$ cat src/rtl/mapper_pkg.sv
// Shared types, I/Q level constants and per-mode helpers for the multimode symbol mapper.
package mapper_pkg;

  typedef enum logic [1:0] {
    MODE_BPSK  = 2'd0,
    MODE_QPSK  = 2'd1,
    MODE_QAM16 = 2'd2,
    MODE_RSVD  = 2'd3
  } mode_t;

  typedef enum logic [1:0] {
    IDLE,
    SEND,
    DONE
  } state_t;

  localparam logic signed [2:0] LVL_P3 = 3'sd3;
  localparam logic signed [2:0] LVL_P1 = 3'sd1;
  localparam logic signed [2:0] LVL_M1 = -3'sd1;
  localparam logic signed [2:0] LVL_M3 = -3'sd3;

  function automatic logic [2:0] bits_per_sym(input mode_t m);
    case (m)
      MODE_BPSK:  return 3'd1;
      MODE_QAM16: return 3'd4;
      default:    return 3'd2;
    endcase
  endfunction

  // Per-axis Gray mapping for 16-QAM: adjacent levels differ in one bit.
  function automatic logic signed [2:0] gray_level(input logic [1:0] b);
    case (b)
      2'b00:   return LVL_P3;
      2'b01:   return LVL_P1;
      2'b11:   return LVL_M1;
      default: return LVL_M3;
    endcase
  endfunction

endpackage

$ cat src/rtl/multimode_symbol_mapper_lut.sv
// Combinational symbol-bits to I/Q level lookup; symbol bits are left-aligned in i_bits.
module symbol_lut
  import mapper_pkg::*;
#(
  parameter int LEVEL_W = 3
) (
  input  mode_t                     i_mode,
  input  logic [3:0]                i_bits,
  output logic signed [LEVEL_W-1:0] o_i,
  output logic signed [LEVEL_W-1:0] o_q
);

  logic signed [2:0] w_i3;
  logic signed [2:0] w_q3;

  always_comb begin
    w_i3 = LVL_P1;
    w_q3 = '0;
    case (i_mode)
      MODE_BPSK: begin
        w_i3 = i_bits[3] ? LVL_M1 : LVL_P1;
        w_q3 = '0;
      end
      MODE_QAM16: begin
        w_i3 = gray_level(i_bits[3:2]);
        w_q3 = gray_level(i_bits[1:0]);
      end
      default: begin
        w_i3 = i_bits[3] ? LVL_M1 : LVL_P1;
        w_q3 = i_bits[2] ? LVL_M1 : LVL_P1;
      end
    endcase
  end

  assign o_i = LEVEL_W'(w_i3);
  assign o_q = LEVEL_W'(w_q3);

endmodule

$ cat src/rtl/multimode_symbol_mapper.sv
// Serialises one frame into BPSK/QPSK/16-QAM symbols, MSB first, with valid/ready output flow control.
module multimode_symbol_mapper
  import mapper_pkg::*;
#(
  parameter int FRAME_BITS = 21,
  parameter int LEVEL_W    = 3
) (
  input  logic                      clk,
  input  logic                      reset,
  input  logic [FRAME_BITS-1:0]     frame_data,
  input  logic [1:0]                frame_mode,
  input  logic                      frame_valid,
  output logic                      frame_ready,
  output logic signed [LEVEL_W-1:0] sym_i,
  output logic signed [LEVEL_W-1:0] sym_q,
  output logic                      sym_valid,
  input  logic                      sym_ready,
  output logic                      frame_done,
  output logic                      mode_err
);

  localparam int PAD_W    = ((FRAME_BITS + 3) / 4) * 4;
  localparam int CNT_W    = $clog2(FRAME_BITS + 1);
  localparam int NSYM_B   = FRAME_BITS;
  localparam int NSYM_Q   = (FRAME_BITS + 1) / 2;
  localparam int NSYM_16  = (FRAME_BITS + 3) / 4;

  state_t             r_state;
  mode_t              r_mode;
  logic [PAD_W-1:0]   r_shift;
  logic [CNT_W-1:0]   r_cnt;

  mode_t              w_in_mode;
  mode_t              w_eff_mode;
  mode_t              w_lut_mode;
  logic [PAD_W-1:0]   w_frame_pad;
  logic [PAD_W-1:0]   w_next_shift;
  logic [3:0]         w_first_bits;
  logic [3:0]         w_lut_bits;
  logic [CNT_W-1:0]   w_nsym_m1;
  logic signed [LEVEL_W-1:0] w_lut_i;
  logic signed [LEVEL_W-1:0] w_lut_q;

  assign w_in_mode   = mode_t'(frame_mode);
  assign w_eff_mode  = (w_in_mode == MODE_RSVD) ? MODE_QPSK : w_in_mode;
  assign w_frame_pad = PAD_W'(frame_data) << (PAD_W - FRAME_BITS);
  assign w_next_shift = r_shift << bits_per_sym(r_mode);

  generate
    if (FRAME_BITS >= 4) begin : g_wide
      assign w_first_bits = frame_data[FRAME_BITS-1 -: 4];
    end else begin : g_narrow
      assign w_first_bits = 4'(frame_data) << (4 - FRAME_BITS);
    end
  endgenerate

  always_comb begin
    w_nsym_m1 = CNT_W'(NSYM_Q - 1);
    case (w_eff_mode)
      MODE_BPSK:  w_nsym_m1 = CNT_W'(NSYM_B - 1);
      MODE_QAM16: w_nsym_m1 = CNT_W'(NSYM_16 - 1);
      default:    w_nsym_m1 = CNT_W'(NSYM_Q - 1);
    endcase
  end

  // In IDLE the LUT looks at the incoming frame; in SEND it looks one symbol ahead
  // so the next symbol is registered on the same edge as the handshake.
  assign w_lut_mode = (r_state == IDLE) ? w_eff_mode : r_mode;
  assign w_lut_bits = (r_state == IDLE) ? w_first_bits : w_next_shift[PAD_W-1 -: 4];

  symbol_lut #(.LEVEL_W(LEVEL_W)) u_lut (
    .i_mode (w_lut_mode),
    .i_bits (w_lut_bits),
    .o_i    (w_lut_i),
    .o_q    (w_lut_q)
  );

  always_ff @(posedge clk) begin
    if (reset) begin
      r_state     <= IDLE;
      r_mode      <= MODE_BPSK;
      r_shift     <= '0;
      r_cnt       <= '0;
      frame_ready <= 1'b1;
      sym_valid   <= 1'b0;
      sym_i       <= '0;
      sym_q       <= '0;
      frame_done  <= 1'b0;
      mode_err    <= 1'b0;
    end else begin
      case (r_state)
        IDLE: begin
          frame_done <= 1'b0;
          mode_err   <= 1'b0;
          if (frame_valid && frame_ready) begin
            r_state     <= SEND;
            r_mode      <= w_eff_mode;
            r_shift     <= w_frame_pad;
            r_cnt       <= w_nsym_m1;
            frame_ready <= 1'b0;
            sym_valid   <= 1'b1;
            sym_i       <= w_lut_i;
            sym_q       <= w_lut_q;
            mode_err    <= (w_in_mode == MODE_RSVD);
          end
        end
        SEND: begin
          mode_err <= 1'b0;
          if (sym_valid && sym_ready) begin
            if (r_cnt == '0) begin
              r_state    <= DONE;
              sym_valid  <= 1'b0;
              frame_done <= 1'b1;
            end else begin
              r_shift <= w_next_shift;
              r_cnt   <= r_cnt - 1'b1;
              sym_i   <= w_lut_i;
              sym_q   <= w_lut_q;
            end
          end
        end
        DONE: begin
          r_state     <= IDLE;
          frame_done  <= 1'b0;
          frame_ready <= 1'b1;
        end
        default: begin
          r_state     <= IDLE;
          frame_ready <= 1'b1;
          sym_valid   <= 1'b0;
        end
      endcase
    end
  end

endmodule

$ cat config.mk
export PLATFORM = sky130hd
export DESIGN_NAME = multimode_symbol_mapper
export DESIGN_NICKNAME = d
export VERILOG_FILES = /design/src/rtl/mapper_pkg.sv /design/src/rtl/multimode_symbol_mapper_lut.sv /design/src/rtl/multimode_symbol_mapper.sv
export SDC_FILE = /design/constraint.sdc
export NUM_CORES = 1
export LEC_CHECK = 0
export ABC_AREA = 1
export CAP_MARGIN = 20
export CORE_UTILIZATION = 45
export CTS_BUF_LIST = sky130_fd_sc_hd__clkbuf_2
export DETAILED_ROUTE_END_ITERATION = 10
export MAX_ROUTING_LAYER = met4
export PLACE_DENSITY = 0.69
export SYNTH_ARGS = -nofsm -noshare
export SYNTH_HDL_FRONTEND = slang
export SYNTH_SLANG_ARGS = --single-unit
$ cat constraint.sdc
create_clock -name clk -period 5.3 [get_ports clk]
set_input_delay 1.06 -clock clk [delete_from_list [all_inputs] [get_ports clk]]
set_output_delay 1.06 -clock clk [all_outputs]
set_load 0.01 [all_outputs]
=== After elaboration in Yosys (flattened, before gate mapping) ===
Cells that the tools add are included.

* Flip-flop bits (word level): 43
* Input port bits: 27
* Output and inout bits: 10
* Word-level logic and storage cells: 88

* Add/subtract/negate cells: 1
* Equal/unequal tests: 14
* Shift operators: 1
* Mux-type cells: 42
* Bitwise logic cells: 2
* Reductions and logical operators: 18

{| class="wikitable"
|+ Operators by type and width
! operator !! number
|-
| 24-bit two-way mux || 3
|-
| 24-bit one-hot mux with 2 select lines || 1
|-
| 3-bit two-way mux || 9
|-
| 3-bit one-hot mux with 2 select lines || 4
|-
| 24-bit by 3-bit left shift with 24-bit output || 1
|-
| 5-bit one-hot mux with 2 select lines || 2
|-
| 3-bit one-hot mux with 3 select lines || 2
|-
| 5-bit two-way mux || 3
|-
| 2-bit equality test (second input constant) || 7
|-
| 2-bit zero test || 6
|-
| 2-bit two-way mux || 5
|-
| 4-bit AND reduction || 2
|-
| 1-bit two-way mux || 7
|-
| 2-bit by 1-bit equality test with 1-bit output (second input constant) || 3
|-
| 2-bit != test (second input constant) || 3
|-
| 1-bit one-hot mux with 2 select lines || 3
|-
| 3-bit AND reduction || 2
|-
| 5-bit zero test || 1
|-
| 5-bit by 1-bit subtractor with 5-bit output (second input constant) || 1
|-
| 4-bit two-way mux || 1
|-
| 2-bit one-hot mux with 2 select lines || 1
|-
| 2-bit AND reduction || 2
|-
| 2-bit nonzero test || 2
|-
| 1-bit one-hot mux with 3 select lines || 1
|-
| 4 further kinds || 6
|}

=== Logic depth before layout (Yosys ltp) ===
Gate-level depths: netlist of run 1.

* Depth in word-level cells: 10
* Depth in mapped cells: 13
* Gate-level depth less buffers: 11

=== By module ===
From an unflattened synthesis of run 1, not the netlist that was laid out.

* Cells, all modules: 477
* Area total of the unflattened synthesis: 2793.9 um^2

{| class="wikitable"
|+ By module, submodules not included
! module !! instances !! cells an instance !! area each (um^2) !! seq. area each (um^2)
|-
| multimode_symbol_mapper || 1 || 448 || 2642.5 || 840.8
|-
| symbol_lut || 1 || 29 || 151.4 || 0.0
|}

=== Worst setup path after synthesis of run 1 ===
Ideal clock, no wire load.

* Path type: input to register
* Start: input port frame_data[19]
* End: register sym_i[2]
* Library setup time: 0.115 ns
* Arrival: 2.151 ns
* Required time: 5.185 ns
* Slack: 3.035 ns
* Stages on the path: 9
* Path buffers: 0
* Cells stage by stage: or2_2 -> nand2_1 -> inv_1 -> ha_1 -> or2_2 -> nand3_1 -> nand2_1 -> nor2_1 -> nor2_1

* Cells in the longest elaborated chain, start to end: 7
* Elaborated cells between the ends (all ways): 10
* Classes of those cells: eq/ne: 2; mux: 7; reduce/logical: 1

{| class="wikitable"
|+ RTL lines
! element !! RTL line !! RTL
|-
| start: declaration || multimode_symbol_mapper.sv:10 || <nowiki>input logic [FRAME_BITS-1:0] frame_data,</nowiki>
|-
| 4-bit two-way mux * || multimode_symbol_mapper.sv:69 || <nowiki>assign w_lut_bits = (r_state == IDLE) ? w_first_bits : w_next_shift[PAD_W-1 -: 4];</nowiki>
|-
| 2-bit equality test, or another cell as far along || mapper_pkg.sv:32 || <nowiki>case (b)</nowiki>
|-
| 3-bit one-hot mux with 3 select lines * || mapper_pkg.sv:32 ||
|-
| 3-bit two-way mux * || -- ||
|-
| 3-bit two-way mux || multimode_symbol_mapper.sv:110 || <nowiki>if (r_cnt == '0) begin</nowiki>
|-
| 3-bit two-way mux || multimode_symbol_mapper.sv:109 || <nowiki>if (sym_valid && sym_ready) begin</nowiki>
|-
| 3-bit one-hot mux with 2 select lines * || multimode_symbol_mapper.sv:91 || <nowiki>case (r_state)</nowiki>
|-
| end signal: assignment || multimode_symbol_mapper.sv:102 || <nowiki>sym_i <= w_lut_i;</nowiki>
|-
| end signal: assignment || multimode_symbol_mapper.sv:117 || <nowiki>sym_i <= w_lut_i;</nowiki>
|-
| end: declaration || multimode_symbol_mapper.sv:14 || <nowiki>output logic signed [LEVEL_W-1:0] sym_i,</nowiki>
|}

Mark *: on every way between the ends. The rest lies on a longest branch, timed or not. The select of a mux whose other input is x is not followed.
A chain may end at the register's enable or synchronous reset.

=== Worst setup path in the final report of run 1 ===
* Start: register r_mode[0]
* End: register sym_q[2]

* Cells in the longest elaborated chain, start to end: 10
* Elaborated cells between the ends (all ways): 18
* Classes of those cells: eq/ne: 4; shift: 1; mux: 10; reduce/logical: 3

{| class="wikitable"
|+ RTL lines
! element !! RTL line !! RTL
|-
| start: declaration || multimode_symbol_mapper.sv:29 || <nowiki>mode_t r_mode;</nowiki>
|-
| start signal: assignment || multimode_symbol_mapper.sv:97 || <nowiki>r_mode <= w_eff_mode;</nowiki>
|-
| 2-bit equality test / 2-bit zero test (equally long branches) || mapper_pkg.sv:23 || <nowiki>case (m)</nowiki>
|-
| 3-bit one-hot mux with 2 select lines || mapper_pkg.sv:23 ||
|-
| 24-bit by 3-bit left shift with 24-bit output || multimode_symbol_mapper.sv:47 || <nowiki>assign w_next_shift = r_shift << bits_per_sym(r_mode);</nowiki>
|-
| 4-bit two-way mux || multimode_symbol_mapper.sv:69 ||
|-
| 2-bit equality test, or another cell as far along || mapper_pkg.sv:32 ||
|-
| 3-bit one-hot mux with 3 select lines || mapper_pkg.sv:32 ||
|-
| 3-bit one-hot mux with 2 select lines * || multimode_symbol_mapper_lut.sv:19 || <nowiki>case (i_mode)</nowiki>
|-
| 3-bit two-way mux || multimode_symbol_mapper.sv:110 ||
|-
| 3-bit two-way mux || multimode_symbol_mapper.sv:109 ||
|-
| 3-bit one-hot mux with 2 select lines * || multimode_symbol_mapper.sv:91 ||
|-
| end signal: assignment || multimode_symbol_mapper.sv:103 || <nowiki>sym_q <= w_lut_q;</nowiki>
|-
| end signal: assignment || multimode_symbol_mapper.sv:118 || <nowiki>sym_q <= w_lut_q;</nowiki>
|-
| end: declaration || multimode_symbol_mapper.sv:15 || <nowiki>output logic signed [LEVEL_W-1:0] sym_q,</nowiki>
|}

Marked as above.

==> reports/metrics.yaml, run 1 <==
arrival_ns: 3.26
ant_nets: 0
rsz0062_at_grt: "false"
totalNegativeSetupSlack_ns: 0
grt_util_all_layers_pct: 23.8
regToRegSetupSlack_ns: 2.41
synthArstFlopShare_pct: 0
hold_buffers: 0
cts.sinks: 42
vias_per_cell: 5.21
r2r_cells: 11
r2r_start: "r_mode[0]"
whs_ns: 0.477
portBuffers: 36
post-cts-setup-buffers: 0
grt_pass1_vias: 2458
cts_buffers: 5
fin_cells: 489
die_h_um: 77.4
maxSlewHeadroom_pct: 31.1
vias: 2550
syn2layout_area_growth_pct: 15.2
p_leak_uw: 0.00120
grt_max_degree: 44
die_width_um: 77.4
fin_crit_ns: 2.89
final_nets: 448
ys_types: 31
final_common_cell: "nand2_1"
syn-mean-instance-area_um2: 6.51
worstMarginPinSlew_ns: 1.03
clkTransAtPathRegs_ns: 0.24
slowest_delay_ns: 0.88
htreeDepth: 2
layout_common_cells: "nand2_1 (93), nor2_1 (66), dfxtp_1 (42)"
netlist_instances: 393
io_pins: 37
p_per_area_nw_per_um2: 469
yosysWarningCount: 0
cts_tree: "yes"
worst_hold_path.endpoint: "mode_err"
setup_viol: 0
drv_cap: 0
grt_pass1_wl_mm: 11.2
drt_iter0_drc: 205
root_buffer: "clkbuf_2"
required_ns: 5.67
die-area_um2: 5990
slew_violations: 0
drcViolationCount: 0
max_freq_mhz: 346
syn-num-nets: 425
wire_per_inst_um: 13.3
fin_worst_skew_ns: 0.0241
dr.pass1.iters: 4
coreArea_um2: 5510
dp.cells: 481
critPathLaunchType: "register"
diodes: 0
fin_total_pwr_uw: 1380
gp_congestion: 0.901
r2r-end: "sym_q[2]"
endpoint_kind: "register"
post_cts_resize_count: 0
clockBufferDepth: 2
crit_path_top_delay_cell: "dfxtp_1"
start_util_pct: 46.5
min_path_cells: 2
ir_drop_mv: 0.247
totalWireLength_mm: 6.50
insertion_delay_ns: 0.43
hpwl_mm: 4.21
worstHoldPathType: "reg2reg"
antenna_found_initial: 0
synth_edf_count: 0
worstHoldStart: "mode_err"
synth_area_um2: 2560
synth_ff_type: "dfxtp_1"
finalCritPeriodShare_pct: 54.6
hold_viol: 0
rows: 27
crit_fanout: 24
drive_above_1_share_pct: 10.1
critPathKind: "reg2reg"
ys_seq_area_share_pct: 32.9
critical_path.cell_chain: "clkinv_1, nand2_1, o211ai_1, o21ai_0, inv_1, ha_1, or2_2, nand3_1, nand2_1, nor2_1, nor2_1"
grt-ovfl-total: 0
status: "finished, final reports clean"
synth-seq-cells: 42
[Yosys cell counts (2+ instances only)]
cell type  number  area [um^2]
nand3_1        24          120
o21ai_0        27          135
or2_2          12         75.1
a21oi_2         5         43.8
dfxtp_1        42          841
nand2_1        93          349
buf_2           8         40.0
nor2_1         66          248
nand2_2         6         37.5
inv_2           3         11.3
a22oi_1         5         37.5
inv_1          21         78.8
ha_1            5         62.6
a21boi_0        2         15.0
nand4_1         6         37.5
buf_1           2         7.51
a21oi_1        21          105
o211ai_1        2         15.0
clkbuf_1        5         18.8
nor2_2          3         18.8
nor3_1          6         30.0
o21ai_1        16         80.1
buf_6           5         56.3
[per-stage QoR]
step                      util (%)  setup slack, ns  area (um^2)
final                         53.5             2.41         2950
after global placement        52.3             2.17         2880
after CTS                     53.5             2.44         2950
after global routing          53.5             2.05         2950
after detailed placement      52.3             2.14         2880
after floorplan                  -             3.03         2560
[sequential cells by signal, indices dropped and copies added (netlist names), named ones only]
name	count
r_state	2
r_mode	2
sym_valid	1
sym_q	3
mode_err	1
frame_done	1
r_shift	22
sym_i	3
r_cnt	5
frame_ready	1
[kinds of logic after synthesis]
logic type               synth area share, %
flip-flops                              32.9
AND/OR/NAND/NOR                         38.4
XOR/XNOR                               0.342
buffers and inverters                   9.05
AO/OA/AOI/OAI                           16.9
adder cells (fa/ha/maj)                 2.44
[per-layer routing]
layer | wire (um) | vias up | track usage, %
met5 | 0 | - | -
li1 | - | 1325 | -
met4 | 85 | 0 | 10.2
met2 | 3030 | 60 | 38.6
met3 | 276 | 10 | 3.76
met1 | 3100 | 1155 | 29.3
[worst max path at each step]
| stage | from | endpoint | cells after the start |
|---|---|---|---|
| 5_1_grt | r_mode[0] | sym_q[2] | 11 |
| 4_1_cts | r_mode[0] | sym_q[2] | 11 |
| 2_1_floorplan | frame_data[19] | sym_i[2] | 9 |
| 3_5_place_dp | reset | r_cnt[4] | 4 |
| 6_report | r_mode[0] | sym_q[2] | 11 |
| 3_3_place_gp | reset | r_cnt[4] | 4 |
[final cells by class]
| cell class | count | area (um^2) |
|---|---|---|
| multi-input cells | 305 | 1490 |
| clock inverters | 2 | 37.5 |
| well taps | 72 | 90.1 |
| inverters | 25 | 93.8 |
| fillers | 578 | 2560 |
| repair buffers | 37 | 368 |
| clock buffers | 6 | 30.0 |
| flip-flops and latches | 42 | 841 |
[power by group]
group          switching [uW]  internal [uW]
clock network             113           81.5
registers                92.1            413
logic                     425            258
total                     630            752
[critical path, delay by kind of cell (launching register included)]
family | cells | cell delay (ns)
AOI/OAI and AO/OA | 2 | 0.38
DFF | 1 | 0.88
buffers and inverters | 2 | 0.53
adders and majority gates | 1 | 0.18
and+or+nand+nor | 6 | 0.86
No activity file was read; power rests on OpenSTA's default activity.
==> inputs of run 2 (changes only) <==
==> constraint.sdc (replaced) <==
create_clock -name clk -period 2.85 [get_ports clk]
set_input_delay 0.57 -clock clk [delete_from_list [all_inputs] [get_ports clk]]
set_output_delay 0.57 -clock clk [all_outputs]
set_load 0.01 [all_outputs]
==> reports/metrics.yaml, run 2 (synthesis results as in run 1) <==
crit_fanout: 9  # -63%
n_fill_cell: 590  # +2.1%
setup_viol: 0  # unchanged
slowest_delay_ns: 0.40  # -0.48 ns
worstMarginPinSlew_ns: 0.667  # -0.365 ns
dr.pass1.iters: 4  # unchanged
clkTransAtPathRegs_ns: 0.22  # -0.02 ns
crit_path_top_delay_cell: "dfxtp_1"
totalWireLength_mm: 6.49  # about the same
setup_ws_ns: 0.474  # -1.93 ns
io_pins: 37  # unchanged
coreArea_um2: 5510  # unchanged
clockBufferDepth: 2  # unchanged
vias: 2590  # +1.6%
ant_nets: 0  # unchanged
antenna_found_initial: 0  # unchanged
critPathKind: "reg2reg"
post_cts_resize_count: 0  # unchanged
cts_tree: "yes"
totalNegativeSetupSlack_ns: 0  # unchanged
critical_path.cell_chain: "buf_4, nor2_1, inv_1, o211ai_1, o21ai_0, ha_1, or2_2, nand3_1, nand2_1, nor2_1, nor2_1"
die-area_um2: 5990  # unchanged
largest_reg_flops: 22  # unchanged
slew_violations: 0  # unchanged
layout_common_cells: "nand2_1 (93), nor2_1 (66), dfxtp_1 (42)"
multi_input_area_um2: 1490  # unchanged
drcViolationCount: 0  # unchanged
htreeDepth: 2  # unchanged
required_ns: 3.18  # -2.49 ns
top_register: "r_shift"
post-cts-setup-buffers: 0  # unchanged
vias_per_cell: 5.22  # +0.14%
p_leak_uw: 0.00123  # +1.8%
cts_buffers: 5  # unchanged
endpoint_kind: "register"
start_util_pct: 46.5  # unchanged
status: "finished, final reports clean"
hold_viol: 0  # unchanged
finalCritPeriodShare_pct: 83.4  # +29 points
drt_iter0_drc: 222  # +8.3%
wire_per_inst_um: 13.1  # -1.5%
rows: 27  # unchanged
grt_max_degree: 44  # unchanged
root_buffer: "clkbuf_2"
hold_buffers: 0  # unchanged
rsz0062_at_grt: "false"
ir_drop_mv: 0.535  # +120%
hpwl_mm: 4.43  # +5.3%
fin_crit_ns: 2.38  # -0.516 ns
grt-ovfl-total: 0  # unchanged
cts.sinks: 42  # unchanged
portBuffers: 36  # unchanged
grt_pass1_vias: 2453  # -0.20%
place_ws_ns: 0.499  # -1.64 ns
p_per_area_nw_per_um2: 834  # +78%
grt_util_all_layers_pct: 23.9  # +0.056 points
drv_cap: 0  # unchanged
diodes: 0  # unchanged
die_width_um: 77.4  # unchanged
die_h_um: 77.4  # unchanged
arrival_ns: 2.71  # -0.55 ns
max_freq_mhz: 421  # +22%
syn2layout_area_growth_pct: 16.0
ff_latch_area_um2: 841  # unchanged
fin_total_pwr_uw: 2470  # +79%
worstHoldPathType: "reg2reg"
fin_cells: 496  # +1.4%
fin_worst_skew_ns: 0.0191  # -0.00501 ns
final_common_cell: "nand2_1"
drive_above_1_share_pct: 10.8  # +0.78 points
final_nets: 455  # +1.6%
post-route-util_pct: 53.9  # +0.39 points
maxSlewHeadroom_pct: 55.5  # +24 points
grt_pass1_wl_mm: 11.2  # -0.30%
crit_top_cell: "nor2_1"
top_regs: "r_shift (22), r_cnt (5)"
gp_congestion: 0.863  # -4.3%
critPathLaunchType: "register"
dp.cells: 488  # +1.5%
insertion_delay_ns: 0.40  # -0.03 ns
==> run 2: changes by cell type in the layout (fill, tap and decap cells not counted) <==
cell and change:
buf_4 +7, clkinv_1 +3, clkinvlp_4 -1, bufinv_16 -1, clkbuf_2 -1
==> run 2: final timing paths <==
path | from | end | slack [ns] | cells after the start
hold reg to reg | mode_err | mode_err | 0.47 | 2
setup reg to reg | r_mode[0] | sym_q[2] | 0.47 | 11
hold / removal | mode_err | mode_err | 0.47 | 2
setup / recovery | r_mode[0] | sym_q[2] | 0.47 | 11
==> run 2: layout make-up <==
type / count / area share [%]
Multi-Input combinational cell: 305 / 50.1
Sequential cell: 42 / 28.3
Timing Repair Buffer: 44 / 14.2
Inverter: 25 / 3.16
Tap cell: 72 / 3.04
Clock buffer: 5 / 0.843
Clock inverter: 3 / 0.379
==> run 2: routing by layer <==
| layer | routed length, um | GRT usage, % | share of wire, % | up-vias |
|---|---|---|---|---|
| met5 | 0 | - | 0 | - |
| met4 | 36 | 6.42 | 0.55 | 0 |
| met3 | 300 | 4.00 | 4.6 | 4 |
| met2 | 3110 | 39.3 | 48 | 69 |
| met1 | 3050 | 30.2 | 47 | 1186 |
| li1 | - | - | - | 1331 |
==> run 2: metrics by stage <==
step	hold slack (ns)	instance area (um^2)
final	0.473	2970
after global routing	0.506	2970
after CTS	0.481	2970
after detailed placement	0.454	2930
after global placement	0.448	2930
after floorplan	0.451	2560
==> run 2: power breakdown <==
part	switching, uW	internal, uW	total [uW]
logic	797	495	1290
registers	165	768	933
clock network	196	52.5	249
==> run 2: worst max-delay path: cells and delay by family, from the launching register on <==
kind / cells / cell delay (ns)
simple gates: 6 / 0.95
compound gates: 2 / 0.40
buf+inv: 2 / 0.35
fa+ha+maj: 1 / 0.20
flops: 1 / 0.40
==> inputs of run 3 (changes only) <==
==> constraint.sdc (replaced) <==
create_clock -name clk -period 2.2 [get_ports clk]
set_input_delay 0.44 -clock clk [delete_from_list [all_inputs] [get_ports clk]]
set_output_delay 0.44 -clock clk [all_outputs]
set_load 0.01 [all_outputs]
==> reports/metrics.yaml, run 3 (synthesis results as in run 1) <==
ir_drop_mv: 0.562  # +5.1%
io_pins: 37  # unchanged
p_leak_uw: 0.00130  # +6.3%
max_freq_mhz: 507  # +21%
required_ns: 2.54  # -0.64 ns
portBuffers: 36  # unchanged
grt-ovfl-total: 0  # unchanged
final_common_cell: "nand2_1"
p_per_area_nw_per_um2: 1140  # +37%
htreeDepth: 2  # unchanged
dr.pass1.iters: 4  # unchanged
fin_worst_skew_ns: 0.00818  # -0.0109 ns
worst-path-buf-inv: 2  # unchanged
critPathLaunchType: "register"
antenna_found_initial: 0  # unchanged
cts.sinks: 42  # unchanged
crit_top_cell: "nand2_1"
worstMarginPinSlew_ns: 0.351  # -0.316 ns
cp_top_family: "simple AND/OR/NAND/NOR gates"
setup_viol: 0  # unchanged
post-cts-setup-buffers: 0  # unchanged
arrival_ns: 2.31  # -0.40 ns
totalNegativeSetupSlack_ns: 0  # unchanged
layout_common_cells: "nand2_1 (93), nor2_1 (66), dfxtp_1 (41)"
crit_fanout: 7  # -2
top_register: "r_shift"
crit_path_top_delay_cell: "dfxtp_1"
rsz0062_at_grt: "false"
grt_pass1_vias: 2648  # +7.9%
slowest_delay_ns: 0.41  # about the same
grt_max_degree: 27  # -39%
slew_violations: 0  # unchanged
fin_crit_ns: 1.97  # -0.405 ns
endpoint_kind: "register"
hold_viol: 0  # unchanged
hpwl_mm: 4.56  # +2.9%
rows: 27  # unchanged
worstHoldPathType: "reg2reg"
start_util_pct: 46.5  # unchanged
wire_per_inst_um: 13.1  # -0.29%
root_buffer: "clkbuf_2"
status: "finished, final reports clean"
largest_reg_flops: 22  # unchanged
cts_buffers: 5  # unchanged
coreArea_um2: 5510  # unchanged
clockBufferDepth: 2  # unchanged
syn2layout_area_growth_pct: 21.5
clkTransAtPathRegs_ns: 0.21  # about the same
ant_nets: 0  # unchanged
critPathKind: "reg2reg"
critical_path.cell_chain: "inv_2, nand2_1, or2_2, nand2_1, inv_1, ha_1, or2_2, nand3_1, nand2_1, nor2_1, nor2_1"
totalWireLength_mm: 6.61  # +1.7%
hold_buffers: 0  # unchanged
diodes: 0  # unchanged
top_regs: "r_shift (22), r_cnt (5)"
die-area_um2: 5990  # unchanged
dpl_cell_area_um2: 3020  # +3.0%
cts_tree: "yes"
die_width_um: 77.4  # unchanged
post_cts_resize_count: 0  # unchanged
vias_per_cell: 5.19  # -0.69%
drv_cap: 0  # unchanged
drcViolationCount: 0  # unchanged
drt_iter0_drc: 154  # -31%
maxSlewHeadroom_pct: 76.4  # +21 points
grt_util_all_layers_pct: 24.7  # +0.86 points
insertion_delay_ns: 0.41  # about the same
die_h_um: 77.4  # unchanged
final_nets: 465  # +2.2%
vias: 2624  # +1.3%
gp_congestion: 0.825  # -4.3%
final_area_um2: 3110  # +4.8%
grt_pass1_wl_mm: 11.7  # +4.8%
drive_above_1_share_pct: 13.6  # +2.7 points
finalCritPeriodShare_pct: 89.6  # +6.2 points
[run 3: path summary, 6_finish.rpt]
check	from	end	slack, ns	cells after the start
max	r_state[0]	sym_i[2]	0.23	11
max reg2reg	r_state[0]	sym_i[2]	0.23	11
min reg2reg	mode_err	mode_err	0.47	2
min	mode_err	mode_err	0.47	2
[run 3: final cells by class]
cell class	instances	area, um^2
Multi-Input combinational cell	305	1490
Fill cell	567	2400
Clock buffer	5	25.0
Tap cell	72	90.1
Clock inverter	3	63.8
Inverter	25	93.8
Timing Repair Buffer	54	508
Sequential cell	42	842
[run 3: worst register-to-register path, cell delays in order (launching register included)]
cell,delay [ns]
dfxtp_1,0.41
inv_2,0.12
nand2_1,0.18
or2_2,0.32
nand2_1,0.11
inv_1,0.06
ha_1,0.18
or2_2,0.26
nand3_1,0.08
nand2_1,0.05
nor2_1,0.09
nor2_1,0.04
[run 3: through the flow]
step                      hold WS (ns)  utilization [%]  total power [uW]  cells  setup slack [ns]
final                            0.475             56.5              3560    506             0.228
after global routing             0.518             56.5              3880    506           0.00383
after CTS                        0.478             56.4              3560    506             0.169
after floorplan                  0.451                -              2530    393             0.252
after detailed placement         0.450             54.8              2980    498            0.0790
after global placement           0.451             54.8              2950    498             0.105
[run 3: routing by layer]
layer | routed length [um] | part of all wire (%) | vias to the layer above | track usage [%]
met5 | 0 | 0 | - | -
met4 | 72 | 1.1 | 0 | 7.55
met3 | 353 | 5.3 | 7 | 4.12
met2 | 3170 | 48 | 71 | 42.1
met1 | 3010 | 46 | 1195 | 29.8
li1 | - | - | 1351 | -
[run 3: report_power, final]
group          switching (uW)  total, uW  leakage, uW  internal [uW]
Sequential                207       1200     0.000347            996
Clock                     264        566    0.0000506            302
Combinational            1060       1790     0.000907            723
Total                    1540       3560      0.00130           2020
